===== src/rtl/task_pc_seq.sv =====
// task_pc_seq: next-PC sequencer for the task micro-sequencer.
// Priority per enabled cycle: repeat hold, return, call, jump table, indirect, increment.
module task_pc_seq #(
  parameter int unsigned                     PC_W        = 6,
  parameter int unsigned                     TASKS_W     = 16,
  parameter int unsigned                     N_JP        = 8,
  parameter logic [N_JP*(TASKS_W+PC_W)-1:0]  JP_TABLE    = '0,
  parameter logic [TASKS_W-1:0]              TASK_JPI    = '0,
  parameter logic [TASKS_W-1:0]              TASK_CALL   = '0,
  parameter logic [TASKS_W-1:0]              TASK_RET    = '0,
  parameter logic [TASKS_W-1:0]              TASK_RPT    = '0,
  parameter int unsigned                     STACK_DEPTH = 4,
  parameter int unsigned                     RPT_W       = 8,
  localparam int unsigned                    SP_W        = $clog2(STACK_DEPTH + 1)
) (
  input  logic               clk,
  input  logic               reset_n,
  input  logic               en,
  input  logic [TASKS_W-1:0] tasks,
  input  logic [PC_W-1:0]    jp_addr,
  input  logic [RPT_W-1:0]   rpt_len,
  input  logic               err_clr,
  output logic [PC_W-1:0]    pc_out,
  output logic [SP_W-1:0]    sp_out,
  output logic               rpt_busy,
  output logic               err_ovf,
  output logic               err_unf
);

  localparam int unsigned ENT_W = TASKS_W + PC_W;
  localparam int unsigned IDX_W = (STACK_DEPTH > 1) ? $clog2(STACK_DEPTH) : 1;

  typedef enum logic {
    RPT_IDLE,
    RPT_HOLD
  } rpt_state_t;

  rpt_state_t       r_state;
  rpt_state_t       w_state_nxt;
  logic [PC_W-1:0]  r_pc;
  logic [PC_W-1:0]  w_pc_nxt;
  logic [PC_W-1:0]  w_pc_inc;
  logic [SP_W-1:0]  r_sp;
  logic [SP_W-1:0]  w_sp_nxt;
  logic [RPT_W-1:0] r_cnt;
  logic [RPT_W-1:0] w_cnt_nxt;
  logic             r_err_ovf;
  logic             r_err_unf;
  logic             w_set_ovf;
  logic             w_set_unf;
  logic             w_push;
  logic             w_hold;
  logic             w_jp_hit;
  logic [PC_W-1:0]  w_jp_tgt;
  logic [PC_W-1:0]  w_pop_data;
  logic [IDX_W-1:0] w_push_idx;
  logic [IDX_W-1:0] w_pop_idx;
  logic             w_hit_rpt;
  logic             w_hit_ret;
  logic             w_hit_call;
  logic             w_hit_jpi;

  logic [PC_W-1:0]  r_stack [STACK_DEPTH];

  assign w_pc_inc   = r_pc + PC_W'(1);
  assign w_hit_rpt  = (tasks & TASK_RPT)  != '0;
  assign w_hit_ret  = (tasks & TASK_RET)  != '0;
  assign w_hit_call = (tasks & TASK_CALL) != '0;
  assign w_hit_jpi  = (tasks & TASK_JPI)  != '0;
  assign w_push_idx = IDX_W'(r_sp);
  assign w_pop_idx  = IDX_W'(r_sp - SP_W'(1));
  assign w_pop_data = r_stack[w_pop_idx];

  // Jump-table match: scanning upward lets the highest-index hit win.
  always_comb begin
    w_jp_hit = 1'b0;
    w_jp_tgt = '0;
    for (int unsigned i = 0; i < N_JP; i++) begin
      if ((JP_TABLE[i*ENT_W+PC_W +: TASKS_W] & tasks) != '0) begin
        w_jp_hit = 1'b1;
        w_jp_tgt = JP_TABLE[i*ENT_W +: PC_W];
      end
    end
  end

  // Next-state decode: repeat FSM first, then prioritised PC selection.
  always_comb begin
    w_state_nxt = r_state;
    w_cnt_nxt   = r_cnt;
    w_pc_nxt    = r_pc;
    w_sp_nxt    = r_sp;
    w_push      = 1'b0;
    w_set_ovf   = 1'b0;
    w_set_unf   = 1'b0;
    w_hold      = 1'b0;
    if (en) begin
      if (w_hit_rpt) begin
        unique case (r_state)
          RPT_IDLE: begin
            if (rpt_len != '0) begin
              w_state_nxt = RPT_HOLD;
              w_cnt_nxt   = rpt_len;
              w_hold      = 1'b1;
            end
          end
          RPT_HOLD: begin
            if (r_cnt > RPT_W'(1)) begin
              w_cnt_nxt = r_cnt - RPT_W'(1);
              w_hold    = 1'b1;
            end else begin
              w_state_nxt = RPT_IDLE;
              w_cnt_nxt   = '0;
            end
          end
          default: begin
            w_state_nxt = RPT_IDLE;
            w_cnt_nxt   = '0;
          end
        endcase
      end else begin
        // Repeat task dropped mid-hold: abandon the hold and decode normally.
        w_state_nxt = RPT_IDLE;
        w_cnt_nxt   = '0;
      end

      if (!w_hold) begin
        if (w_hit_ret) begin
          if (r_sp != '0) begin
            w_pc_nxt = w_pop_data;
            w_sp_nxt = r_sp - SP_W'(1);
          end else begin
            w_set_unf = 1'b1;
            w_pc_nxt  = w_pc_inc;
          end
        end else if (w_hit_call) begin
          if (r_sp < SP_W'(STACK_DEPTH)) begin
            w_push   = 1'b1;
            w_sp_nxt = r_sp + SP_W'(1);
            w_pc_nxt = jp_addr;
          end else begin
            w_set_ovf = 1'b1;
            w_pc_nxt  = w_pc_inc;
          end
        end else if (w_jp_hit) begin
          w_pc_nxt = w_jp_tgt;
        end else if (w_hit_jpi) begin
          w_pc_nxt = jp_addr;
        end else begin
          w_pc_nxt = w_pc_inc;
        end
      end
    end
  end

  // Control state registers with asynchronous clear.
  always_ff @(posedge clk or negedge reset_n) begin
    if (!reset_n) begin
      r_state <= RPT_IDLE;
      r_cnt   <= '0;
      r_pc    <= '0;
      r_sp    <= '0;
    end else begin
      r_state <= w_state_nxt;
      r_cnt   <= w_cnt_nxt;
      r_pc    <= w_pc_nxt;
      r_sp    <= w_sp_nxt;
    end
  end

  // Sticky error flags: a new error beats a same-cycle clear.
  always_ff @(posedge clk or negedge reset_n) begin
    if (!reset_n) begin
      r_err_ovf <= 1'b0;
      r_err_unf <= 1'b0;
    end else begin
      r_err_ovf <= w_set_ovf | (r_err_ovf & ~err_clr);
      r_err_unf <= w_set_unf | (r_err_unf & ~err_clr);
    end
  end

  // Return-address storage; contents need no reset.
  always_ff @(posedge clk) begin
    if (w_push) begin
      r_stack[w_push_idx] <= w_pc_inc;
    end
  end

  assign pc_out   = r_pc;
  assign sp_out   = r_sp;
  assign rpt_busy = (r_state == RPT_HOLD);
  assign err_ovf  = r_err_ovf;
  assign err_unf  = r_err_unf;

endmodule


===== config.mk =====
export PLATFORM = sky130hd
export DESIGN_NAME = task_pc_seq
export DESIGN_NICKNAME = d
export VERILOG_FILES = /design/src/rtl/task_pc_seq.sv
export SDC_FILE = /design/constraint.sdc
export NUM_CORES = 1
export LEC_CHECK = 0
export CORE_ASPECT_RATIO = 1.1
export CORE_MARGIN = 2
export CORE_UTILIZATION = 21
export DETAILED_ROUTE_END_ITERATION = 12
export MAX_ROUTING_LAYER = met4
export PLACE_DENSITY = 0.72
export SETUP_SLACK_MARGIN = 0.15
export SLEW_MARGIN = 0
export SYNTH_ARGS = -nofsm -noshare
export SYNTH_HDL_FRONTEND = slang
export SYNTH_SLANG_ARGS = --single-unit

===== constraint.sdc =====
create_clock -name clk -period 1.1 [get_ports clk]
set_input_delay 0.11 -clock clk [delete_from_list [all_inputs] [get_ports clk]]
set_output_delay 0.11 -clock clk [all_outputs]
set_load 0.005 [all_outputs]

==> summary.md <==
| Metric | Value |
|---|---|
| Maximum root-to-sink buffer count | 2 |
| Worst EP arrival | between 1 and 1.5 ns |
| Worst-path fanout max | 2 |
| Pwr per Cell Area | roughly 2700 nW/µm² |
| TritonCTS buffer count | 3 |
| Family with the most delay on the worst path | flip-flops |
| Critical R2R Capture | pc_out[1] |
| Netlist cell types | 12 |
| Post-synth ARST share | between 90% and 100% |
| Global placer's final weighted congestion | about 0.64 |
| Starting Density | around 22% |
| Overflow after GRT | 0 |
| CP startpoint kind | register |
| Root Buffer | clkbuf_4 |
| Largest net degree at the start of global routing | 9 |
| Final HPWL DP | approximately 450 µm |
| Status | complete, no violations |
| Synth cell count leaders | 8 x dfrtp_1, 4 x buf_4, 3 x xnor2_1 |
| Via count | between 200 and 300 |
| GRT met2 Usage | 12.4% |
| Part of the cycle the worst path needs | between 90% and 100% |
| M3 GR Usage | around 6.7% |
| Max stage delay on crit path | approximately 0.38 ns |
| Wire length per cell | approximately 11 µm |
| Vias in the first global route | between 200 and 300 |
| TritonCTS clock tree | built |
| Critical path class | register to register |
| Largest area contributor in the netlist | dfrtp_1 |
| Hold Buf Count CTS | 0 |
| Setup Viol. Count Final | 0 |
| Fin area | roughly 570 µm² |
| Clock latency on the worst-skew pair | 0.26 ns |
| First-pass GRT wire length | 1.06 mm |
| Core footprint | roughly 1600 µm² |
| Sequential area share after synthesis | between 50% and 60% |
| WP data required | 1.24 ns |
| DP Cell Count | 59 |
| DRC | 0 |
| Initial antenna violation count | 0 |
| # Max-Cap Violations | 0 |
| Final ANT Viol Nets | 0 |
| Syn Area/Cell | roughly 13 µm² |
| Avg Vias per Cell | 3.97 |
| Share of the synthesized area in the top cell type | between 50% and 60% |
| Yosys warning count | 0 |
| Synth Flop Type | dfrtp_1 |
| Clk pin slew, worst setup/hold paths | roughly 0.050 ns |
| Post-synthesis cell area | around 350 µm² |
| Top post-synthesis cells by area | dfrtp_1 58%, buf_4 8.7%, xnor2_1 7.6% |
| Nets@finish | 87 |
| Reg2reg setup slack | ~0.0037 ns |
| GR Util All Layers | under 10% |
| Buffers on Ports | 11 |
| Die Area | ~2000 µm² |
| Drt first pass iters | 2 |
| Hold Vio Cnt, Final | 0 |
| Final Skew | 0.00182 ns |
| Die span in x | around 43 µm |
| Placed cell areas | 497 µm² |
| Met1 usage | approximately 8.2% |
| Sink Count | 8 |
| Rows | 15 |
| Setup WS post-layout | between 0.003 and 0.004 ns |
| Cell Chain, Critical Path | buf_6 -> ha_4 -> mux2_4 |
| Dominant cell by count in the synthesized netlist | dfrtp_1 |
| Chip Height | 46.6 µm |
| Final Total Pwr | around 1.5 mW |
| Number of synthesized register bits | 8 |
| Leak Pwr | approximately 0.29 nW |
| Layout Utilization | between 30% and 40% |
| Pre-CTS WS | -0.0943 ns |
| Fmax | approximately 0.9 GHz |
| RSZ-0062 raised after global routing | yes |
| Ports | 46 |
| Min cycle time layout | roughly 1.1 ns |
| Critical path's slowest cell | dfrtp_1 |
| Antenna diodes | 0 |
| Post-synth EDFFs | 0 |
| Fillers | 160 |
| H-Tree Depth | 1 |
| Area Overhead vs Synth | 65.3% |
| Setup TNS Final | 0 ns |
| Hold WC Path Type | primary input to async pin |
| Crit end category | register |
| Bufs and invs on worst path | 1 |
| Ratio of cells with drive above 1 in the final layout | between 50% and 60% |
| Worst R2R Start | pc_out[1] |
| Final Max Tran Viols | 0 |
| Final non-filler cell total | 67 |
| Hold_ws | roughly 0.13 ns |
| Initial drt markers | 1 |
| Routed WL | 764 µm |
| Worst vdd ir | ~1300 µV |
| Global routing's busiest layer | met2 |
| Depth of the worst register-to-register path | 3 |
| Cells after synthesis | 27 |
[sequential cells by signal, indices dropped and copies added, names as in the netlist]
name / cells
pc_out: 6
err_ovf: 1
err_unf: 1
[worst register-to-register path, stage by stage (launching register included)]
cell and delay [ns]:
dfrtp_1 0.38, buf_6 0.13, ha_4 0.22, mux2_4 0.25
[cells by family (layout without fill, tap and decap cells)]
family	after synthesis	count (layout)	share of synthesized area, %
other	1	4	1.08
XOR/XNOR	5	5	12.6
adder cells (fa/ha/maj)	1	1	3.61
flip-flops	8	8	57.8
multiplexers	1	1	3.25
buffers and inverters	4	24	8.66
AND/OR/NAND/NOR	7	7	13.0
[power by group]
group | leakage (nW) | internal (mW) | switching, mW
registers | 0.100 | 0.411 | 0.0620
logic | 0.173 | 0.493 | 0.334
clock network | 0.0138 | 0.125 | 0.102
[per-layer routing]
| metal | up-vias | routed length [µm] |
|---|---|---|
| met5 | - | 0 |
| met4 | 0 | 0 |
| met3 | 0 | 84 |
| met2 | 15 | 383 |
| met1 | 126 | 297 |
| li1 | 125 | - |
[area by class of cell]
class / instances / area (µm²) / area share [%]
flip-flops and latches: 8 / 200 / 34.9
repair buffers: 21 / 156 / 27.3
multi-input cells: 18 / 173 / 30.1
well taps: 17 / 21.3 / 3.71
clock buffers: 3 / 22.5 / 3.93
[cell usage in the layout (no fill, tap or decap), drive strengths merged]
cell type | Yosys | final
clkbuf | 0 | 6
conb | 1 | 4
xnor2 | 3 | 3
nand2 | 2 | 2
buf | 4 | 14
ha | 1 | 1
nand4 | 2 | 2
xor2 | 2 | 2
clkdlybuf4s50 | 0 | 3
nor2b | 2 | 2
dlygate4sd2 | 0 | 1
nor2 | 1 | 1
dfrtp | 8 | 8
mux2 | 1 | 1
[what timing repair did]
item                                    4_1_cts  5_1_grt
gates resized for setup                      26        9
buffers inserted                              4        1
endpoints found under the setup margin       11        9
pin swaps                                     3        5
[how the worst max path moves through the flow]
| stage | from | endpoint | cells past startpoint |
|---|---|---|---|
| after global placement | en | pc_out[5] | 4 |
| final | pc_out[1] | pc_out[1] | 3 |
| after floorplan | pc_out[1] | pc_out[1] | 2 |
| after global routing | pc_out[1] | pc_out[1] | 3 |
| after detailed placement | en | pc_out[5] | 4 |
| after CTS | pc_out[1] | pc_out[1] | 3 |
Power figures use the tool's default switching activity.
